File: src/rtl/muldiv_seq.sv
// Iterative MULT/MULTU/DIV/DIVU sequencer owning the HI/LO registers.
// One result bit per cycle: shift-add multiply, restoring divide on magnitudes.
module muldiv_seq #(
    parameter int WIDTH = 32
) (
    input  logic             clk,
    input  logic             reset,
    input  logic             start,
    input  logic [1:0]       op,
    input  logic [WIDTH-1:0] rs_val,
    input  logic [WIDTH-1:0] rt_val,
    input  logic             rd_hilo,
    input  logic             wr_hi,
    input  logic             wr_lo,
    input  logic [WIDTH-1:0] wr_data,
    output logic [WIDTH-1:0] hi,
    output logic [WIDTH-1:0] lo,
    output logic             busy,
    output logic             stall,
    output logic             done
);

    localparam int CNT_W = $clog2(WIDTH);
    localparam logic [1:0] IDLE = 2'd0;
    localparam logic [1:0] CALC = 2'd1;
    localparam logic [1:0] FIX  = 2'd2;
    localparam logic [CNT_W-1:0] CNT_LAST = CNT_W'(WIDTH - 1);
    localparam logic [CNT_W-1:0] CNT_ONE  = {{(CNT_W-1){1'b0}}, 1'b1};
    localparam logic [WIDTH-1:0] ZERO_W   = {WIDTH{1'b0}};
    localparam logic [WIDTH-1:0] ONES_W   = {WIDTH{1'b1}};

    function automatic logic [WIDTH-1:0] neg_if(input logic [WIDTH-1:0] v, input logic n);
        return n ? (~v + {{(WIDTH-1){1'b0}}, 1'b1}) : v;
    endfunction

    function automatic logic [2*WIDTH-1:0] neg2_if(input logic [2*WIDTH-1:0] v, input logic n);
        return n ? (~v + {{(2*WIDTH-1){1'b0}}, 1'b1}) : v;
    endfunction

    logic [1:0]         state_r;
    logic [CNT_W-1:0]   cnt_r;
    logic               is_div_r;
    logic               sa_r;
    logic               sb_r;
    logic [WIDTH-1:0]   b_r;
    logic [2*WIDTH-1:0] acc_r;
    logic [WIDTH-1:0]   hi_r;
    logic [WIDTH-1:0]   lo_r;
    logic               done_r;

    logic               sgn_a_s;
    logic               sgn_b_s;
    logic [WIDTH-1:0]   mag_a_s;
    logic [WIDTH-1:0]   mag_b_s;
    logic [WIDTH:0]     mul_sum_s;
    logic [2*WIDTH-1:0] mul_next_s;
    logic [WIDTH:0]     rem_sh_s;
    logic [WIDTH-1:0]   rem_sub_s;
    logic               geq_s;
    logic [2*WIDTH-1:0] div_next_s;
    logic [2*WIDTH-1:0] prod_s;
    logic [WIDTH-1:0]   quo_s;
    logic [WIDTH-1:0]   rem_s;

    // Operand conditioning, one iteration step, and final sign correction.
    always_comb begin
        sgn_a_s    = ~op[0] & rs_val[WIDTH-1];
        sgn_b_s    = ~op[0] & rt_val[WIDTH-1];
        mag_a_s    = neg_if(rs_val, sgn_a_s);
        mag_b_s    = neg_if(rt_val, sgn_b_s);
        // acc holds {partial product, remaining multiplier} during multiply.
        mul_sum_s  = {1'b0, acc_r[2*WIDTH-1:WIDTH]} + {1'b0, (acc_r[0] ? b_r : ZERO_W)};
        mul_next_s = {mul_sum_s, acc_r[WIDTH-1:1]};
        // acc holds {partial remainder, dividend/quotient bits} during divide.
        rem_sh_s   = {acc_r[2*WIDTH-1:WIDTH], acc_r[WIDTH-1]};
        geq_s      = (rem_sh_s >= {1'b0, b_r});
        rem_sub_s  = rem_sh_s[WIDTH-1:0] - b_r;
        div_next_s = {(geq_s ? rem_sub_s : rem_sh_s[WIDTH-1:0]), acc_r[WIDTH-2:0], geq_s};
        prod_s     = neg2_if(acc_r, sa_r ^ sb_r);
        // Divide by zero leaves the magnitude in the remainder, so re-signing it restores rs_val.
        quo_s      = (b_r == ZERO_W) ? ONES_W : neg_if(acc_r[WIDTH-1:0], sa_r ^ sb_r);
        rem_s      = neg_if(acc_r[2*WIDTH-1:WIDTH], sa_r);
    end

    // Sequencer state, datapath registers and architectural HI/LO.
    always_ff @(posedge clk or negedge reset) begin
        if (!reset) begin
            state_r  <= IDLE;
            cnt_r    <= {CNT_W{1'b0}};
            is_div_r <= 1'b0;
            sa_r     <= 1'b0;
            sb_r     <= 1'b0;
            b_r      <= ZERO_W;
            acc_r    <= {(2*WIDTH){1'b0}};
            hi_r     <= ZERO_W;
            lo_r     <= ZERO_W;
            done_r   <= 1'b0;
        end else begin
            done_r <= 1'b0;
            case (state_r)
                IDLE: begin
                    if (start) begin
                        is_div_r <= op[1];
                        sa_r     <= sgn_a_s;
                        sb_r     <= sgn_b_s;
                        b_r      <= mag_b_s;
                        acc_r    <= {ZERO_W, mag_a_s};
                        cnt_r    <= {CNT_W{1'b0}};
                        state_r  <= CALC;
                    end else begin
                        if (wr_hi) begin
                            hi_r <= wr_data;
                        end
                        if (wr_lo) begin
                            lo_r <= wr_data;
                        end
                    end
                end
                CALC: begin
                    acc_r <= is_div_r ? div_next_s : mul_next_s;
                    cnt_r <= cnt_r + CNT_ONE;
                    if (cnt_r == CNT_LAST) begin
                        state_r <= FIX;
                    end
                end
                FIX: begin
                    if (is_div_r) begin
                        hi_r <= rem_s;
                        lo_r <= quo_s;
                    end else begin
                        hi_r <= prod_s[2*WIDTH-1:WIDTH];
                        lo_r <= prod_s[WIDTH-1:0];
                    end
                    done_r  <= 1'b1;
                    state_r <= IDLE;
                end
                default: begin
                    state_r <= IDLE;
                end
            endcase
        end
    end

    assign hi    = hi_r;
    assign lo    = lo_r;
    assign done  = done_r;
    assign busy  = (state_r != IDLE);
    assign stall = busy & (start | rd_hilo | wr_hi | wr_lo);

endmodule

File: config.mk
export PLATFORM = sky130hd
export DESIGN_NAME = muldiv_seq
export DESIGN_NICKNAME = d
export VERILOG_FILES = /design/src/rtl/muldiv_seq.sv
export SDC_FILE = /design/constraint.sdc
export NUM_CORES = 1
export LEC_CHECK = 0
export CAP_MARGIN = 30
export CORE_MARGIN = 3
export CORE_UTILIZATION = 58
export DETAILED_ROUTE_END_ITERATION = 6
export PLACE_DENSITY = 0.85
export SLEW_MARGIN = 20
export SYNTH_ARGS = -nofsm -noshare
export SYNTH_HDL_FRONTEND = slang
export SYNTH_SLANG_ARGS = --single-unit
File: constraint.sdc
create_clock -name clk -period 3.99 [get_ports clk]
set_input_delay 1.197 -clock clk [delete_from_list [all_inputs] [get_ports clk]]
set_output_delay 1.197 -clock clk [all_outputs]
set_load 0.02 [all_outputs]
# After elaboration in Yosys (flattened, before gate mapping)
# Index checks and enable logic that the tools add are counted.
[word_totals]
out_inout_bits = 67
romBits = 0
latch_bits = 0
memories = 0
ff_bits = 171
in_bits = 104
ram_bits = 0
[op_classes]
muxes = 25
add_sub_neg = 8
shift = 0
bitwise = 13
n_lt_le_gt_ge = 1
n_reduce_logical = 10
div = 0
n_eq_ne = 8
multipliers = 0
[op_table]
columns = ["cell", "count"]
rows = [
  ["32-bit two-way mux", 13],
  ["64-bit two-way mux", 3],
  ["32-bit by 1-bit adder with 32-bit output, second input constant", 4],
  ["32-bit NOT", 4],
  ["32-bit one-hot mux with 2 select lines", 2],
  ["64-bit one-hot mux with 2 select lines", 1],
  ["64-bit by 1-bit adder with 64-bit output, second input constant", 1],
  ["64-bit NOT", 1],
  ["32-bit by 32-bit adder with 33-bit output", 1],
  ["33-bit by 32-bit greater-or-equal comparator with 1-bit output", 1],
  ["32-bit logical NOT", 1],
  ["32-bit subtractor", 1],
  ["2-bit != test, second input constant", 5],
  ["5-bit one-hot mux with 2 select lines", 1],
  ["2-bit AND reduction", 3],
  ["3-bit AND reduction", 2],
  ["2-bit nonzero test", 3],
  ["5-bit by 1-bit adder with 5-bit output, second input constant", 1],
  ["5-bit == test, second input constant", 1],
  ["5-bit two-way mux", 1],
  ["2-bit two-way mux", 2],
  ["2-bit one-hot mux with 2 select lines", 1],
  ["1-bit AND", 3],
  ["1-bit bitwise OR", 3],
  ["6 further kinds", 6],
]

# Depth between registers and ports, before layout
[logic_depth]
word_depth = 6
mapped_depth = 14

# Worst setup path before layout
# OpenSTA, ideal clock, no wires.
[synth_timing]
kind = "input to register"
start = "input rt_val[4]"
end = "register b_r[27]"
arrival_ns = 3.064
n_path_buf = 0
path_stages = 8
setup_time_ns = 0.135
required_time_ns = 3.855
path_slack_ns = 0.791
cell_sequence = "or3_1 or4_1 nor3_2 and3b_1 nand2_1 o41ai_1 xor2_1 o21ai_0"
[synth_between]
elab_chain_cells = 3
[synth_lines]
columns = ["item", "line_no", "rtl"]
rows = [
  ["start: declaration", "11", "input logic [WIDTH-1:0] rt_val,"],
  ["32-bit NOT", "33", "return n ? (~v + {{(WIDTH-1){1'b0}}, 1'b1}) : v;"],
  ["32-bit by 1-bit adder with 32-bit output", "33", ""],
  ["32-bit two-way mux", "33", ""],
  ["end signal: assignment", "106", "b_r <= mag_b_s;"],
  ["end: declaration", "45", "logic [WIDTH-1:0] b_r;"],
]
# Every way passes these cells.
# A chain may end at the register's enable or synchronous reset.

# Worst setup path after layout
[layout_timing]
start = "register acc_r[0]"
end = "register acc_r[62]"
[layout_between]
elab_chain_cells = 4
[layout_lines]
columns = ["item", "line_no", "rtl"]
rows = [
  ["start: declaration", "46", "logic [2*WIDTH-1:0] acc_r;"],
  ["start signal: assignment", "94", "acc_r <= {(2*WIDTH){1'b0}};"],
  ["start signal: assignment", "107", "acc_r <= {ZERO_W, mag_a_s};"],
  ["start signal: assignment", "120", "acc_r <= is_div_r ? div_next_s : mul_next_s;"],
  ["32-bit two-way mux", "72", "mul_sum_s = {1'b0, acc_r[2*WIDTH-1:WIDTH]} + {1'b0, (acc_r[0] ? b_r : ZERO_W)};"],
  ["32-bit by 32-bit adder with 33-bit output", "72", ""],
  ["64-bit two-way mux", "120", ""],
  ["64-bit one-hot mux with 2 select lines", "100", "case (state_r)"],
]
# Every way passes these cells.

==> flow_metrics.py <==
metrics = {
    "place": {
        "dpl.hpwl_mm": 34.8,
        "placed_area_sq_um": 16800,
        "gp_congestion": 0.954,
        "port_buffers": 170,
    },
    "yosys": {
        "yosysTopAreaCellShare": 0.294,
        "synth_ff_type": "dfrtp_1",
        "synth_edf_count": 0,
        "yosys_register_bits": 171,
        "ys_top_cells_by_count": "nand2_1 (208), dfrtp_1 (171), nor2_1 (166), o21ai_0 (164), a21oi_1 (162)",
        "mappedNetlistArea_sq_um": 14600,
        "yosys-top-cells-area": "dfrtp_1 (29%), ha_1 (6.0%), xnor2_1 (5.9%)",
        "avgSynthCellArea_sq_um": 7.82,
        "synth_nets": 2036,
        "yosysTopAreaCell": "dfrtp_1",
        "ys_types": 78,
        "synthArstFlopShare": 1.00,
        "yosys_warnings": 0,
        "yosys.cell_count.top_type": "nand2_1",
        "syn_inst": 1860,
        "ys_seq_area_frac": 0.294,
    },
    "finish": {
        "antennaDiodeCount": 0,
        "final_layout_size_suffix_gt1_frac": 0.0642,
        "nNetsFinal": 2171,
        "design_area_sq_um": 17400,
        "nFillCells": 1949,
        "final_util": 0.711,
        "syn_to_final_growth_pct": 19.6,
    },
    "clock_tree": {
        "holdBufCountCts": 0,
        "cts_tree": "built",
        "post_cts_resized": 0,
        "post_cts_buffers": 0,
        "clock_insertion_delay_worst_skew_ns": 0.44,
        "cts.sinks": 171,
        "clk_pin_slew_ns": 0.08,
        "htree_levels": 4,
        "root_buffer": "clkbuf_16",
        "cts_buffers": 17,
        "ctsLongestPathBuffers": 2,
    },
    "critical_path": {
        "critPathKind": "register to register",
        "crit_family": "compound AO/OA/AOI/OAI gates",
        "cp.arrival_ns": 4.05,
        "slowest_delay_ns": 0.47,
        "required_ns": 4.32,
        "end_kind": "register",
        "crit_slowest_cell": "dfrtp_1",
        "path_max_fanout": 13,
        "path_buf_inv": 1,
        "critPathLaunchType": "register",
        "path_cells": "inv_1, nor2_1, ha_1, o211ai_1, o21ai_1, o31ai_1, a21oi_2, a21oi_1, o21a_1, o32ai_1, mux2i_1, a211o_1",
    },
    "pwr": {
        "switchingPower_mw": 8.72,
        "p_clk_frac": 0.106,
        "vdd_drop_max_uv": 455,
        "power_mw": 17.1,
        "p_per_area_nw_per_um2": 984,
        "swShare": 0.509,
        "p_leak_nw": 7.36,
        "comb_power_share": 0.684,
        "p_int_mw": 8.40,
        "p_seq_frac": 0.209,
    },
    "sta": {
        "hold_violations": 0,
        "worstMarginPinSlew_ns": 0.958,
        "setup_viol": 0,
        "timing.fmax_ghz": 0.269,
        "slew_headroom": 0.355,
        "fin_skew_ns": 0.0138,
        "timing.final.max_slew_violations": 0,
        "timing.final.crit_share": 0.932,
        "rsz0062_at_grt": "false",
        "min_period_ns": 3.72,
        "final.setup.tns_ns": 0,
    },
    "route": {
        "ant_nets": 0,
        "dr_total_vias": 14700,
        "wl_per_cell_microns": 19.6,
        "totalWireLength_mm": 45.6,
        "vias_per_cell": 6.32,
        "drt_pass1_iterations": 7,
        "drt_iter0_markers": 1408,
        "drc": 1,
    },
    "global_routing": {
        "grt_max_degree": 91,
        "grt_first_pass_wirelength_mm": 72.1,
        "first_global_vias": 13900,
        "grt_usage": 0.334,
        "grt_antenna_before_repair": 0,
        "grt-ovfl-total": 0,
    },
    "floorplan": {
        "coreArea_sq_um": 24500,
        "dieArea_sq_um": 27000,
        "initial_core_util": 0.595,
        "rows": 57,
        "ios": 171,
        "dieWidth_microns": 164,
        "die_h_microns": 164,
    },
    "outcome": {
        "violations": "design-rule violations",
        "status": "complete, but fails checks",
    },
    "min_path": {
        "hp-class": "register to register",
    },
    "job": {
        "drv_cap": 0,
    },
}
[worst paths after layout]
kind                           from        end  slack, ns  cells after the start
setup / recovery           acc_r[0]  acc_r[62]       0.27                     12
hold / removal              b_r[10]    b_r[10]       0.48                      2
setup reg to reg           acc_r[0]  acc_r[62]       0.27                     12
hold reg to reg             b_r[10]    b_r[10]       0.48                      2
max in group asynchronous     reset   acc_r[4]       2.36                      2
min in group asynchronous     reset  acc_r[50]       0.75                      1
[final cells by class]
cell class                      count  area, sq um  share of cell area
Multi-Input combinational cell   1508         9620               0.553
Sequential cell                   171         4280               0.246
Timing Repair Buffer              229         2200               0.126
Clock buffer                       17          425              0.0244
Tap cell                          324          405              0.0233
Inverter                           68          255              0.0147
Clock inverter                     15          218              0.0125
[power by group through the flow]
stage	clock [mW]	sequential, mW	combinational [mW]
2_1_floorplan	0	3.69	7.74
3_3_place_gp	0	3.52	11.1
3_5_place_dp	0	3.57	11.4
4_1_cts	1.83	3.54	11.5
5_1_grt	1.91	3.67	12.8
6_report	1.82	3.58	11.7
[placed cells by master (no fill, tap or decap), drive strengths merged, types with 64 or more instances in the layout]
master and n:
inv 74, mux2i 64, xnor2 98, dfrtp 171, ha 70, xor2 69, a21oi 163, nor2 166
clkdlybuf4s50 169, o21ai 199, nand2 208
[sequential cells by signal, summed over array words and instances (netlist names)]
name      count
lo           32
b_r          32
is_div_r      1
cnt_r         5
done          1
state_r       2
acc_r        64
hi           32
sb_r          1
sa_r          1
[worst reg2reg max path, stage by stage (launching register included)]
cell      delay (ns)
dfrtp_1         0.47
inv_1           0.41
nor2_1          0.12
ha_1            0.38
o211ai_1        0.13
o21ai_1         0.26
o31ai_1         0.18
a21oi_2         0.34
a21oi_1         0.19
o21a_1          0.25
o32ai_1         0.45
mux2i_1         0.14
a211o_1         0.30
[kinds of logic (layout without fill, tap and decap cells)]
family                   after synthesis  after routing  share of synthesized area
AO/OA/AOI/OAI                        594            594                      0.247
XOR/XNOR                             167            167                      0.101
adder cells (fa/ha/maj)               72             72                     0.0629
buffers and inverters                181            329                     0.0478
flip-flops                           171            171                      0.294
multiplexers                          64             64                     0.0440
AND/OR/NAND/NOR                      611            611                      0.204
[stage by stage]
step	cells	hold slack (ns)	worst slack [ns]
after global routing	2332	0.505	0.0743
after detailed placement	2300	0.470	0.0818
after global placement	2300	0.462	0.141
after floorplan	1860	0.449	0.791
final	2332	0.482	0.273
after CTS	2332	0.488	0.262
[layer usage]
metal / up-vias / global-route usage / wire length, microns
met5: - / 0 / 0
met4: 0 / 0.0881 / 1130
met3: 83 / 0.0519 / 4140
met2: 731 / 0.532 / 21000
met1: 6964 / 0.476 / 19400
li1: 6954 / - / -
Power figures use the tool's default switching activity.
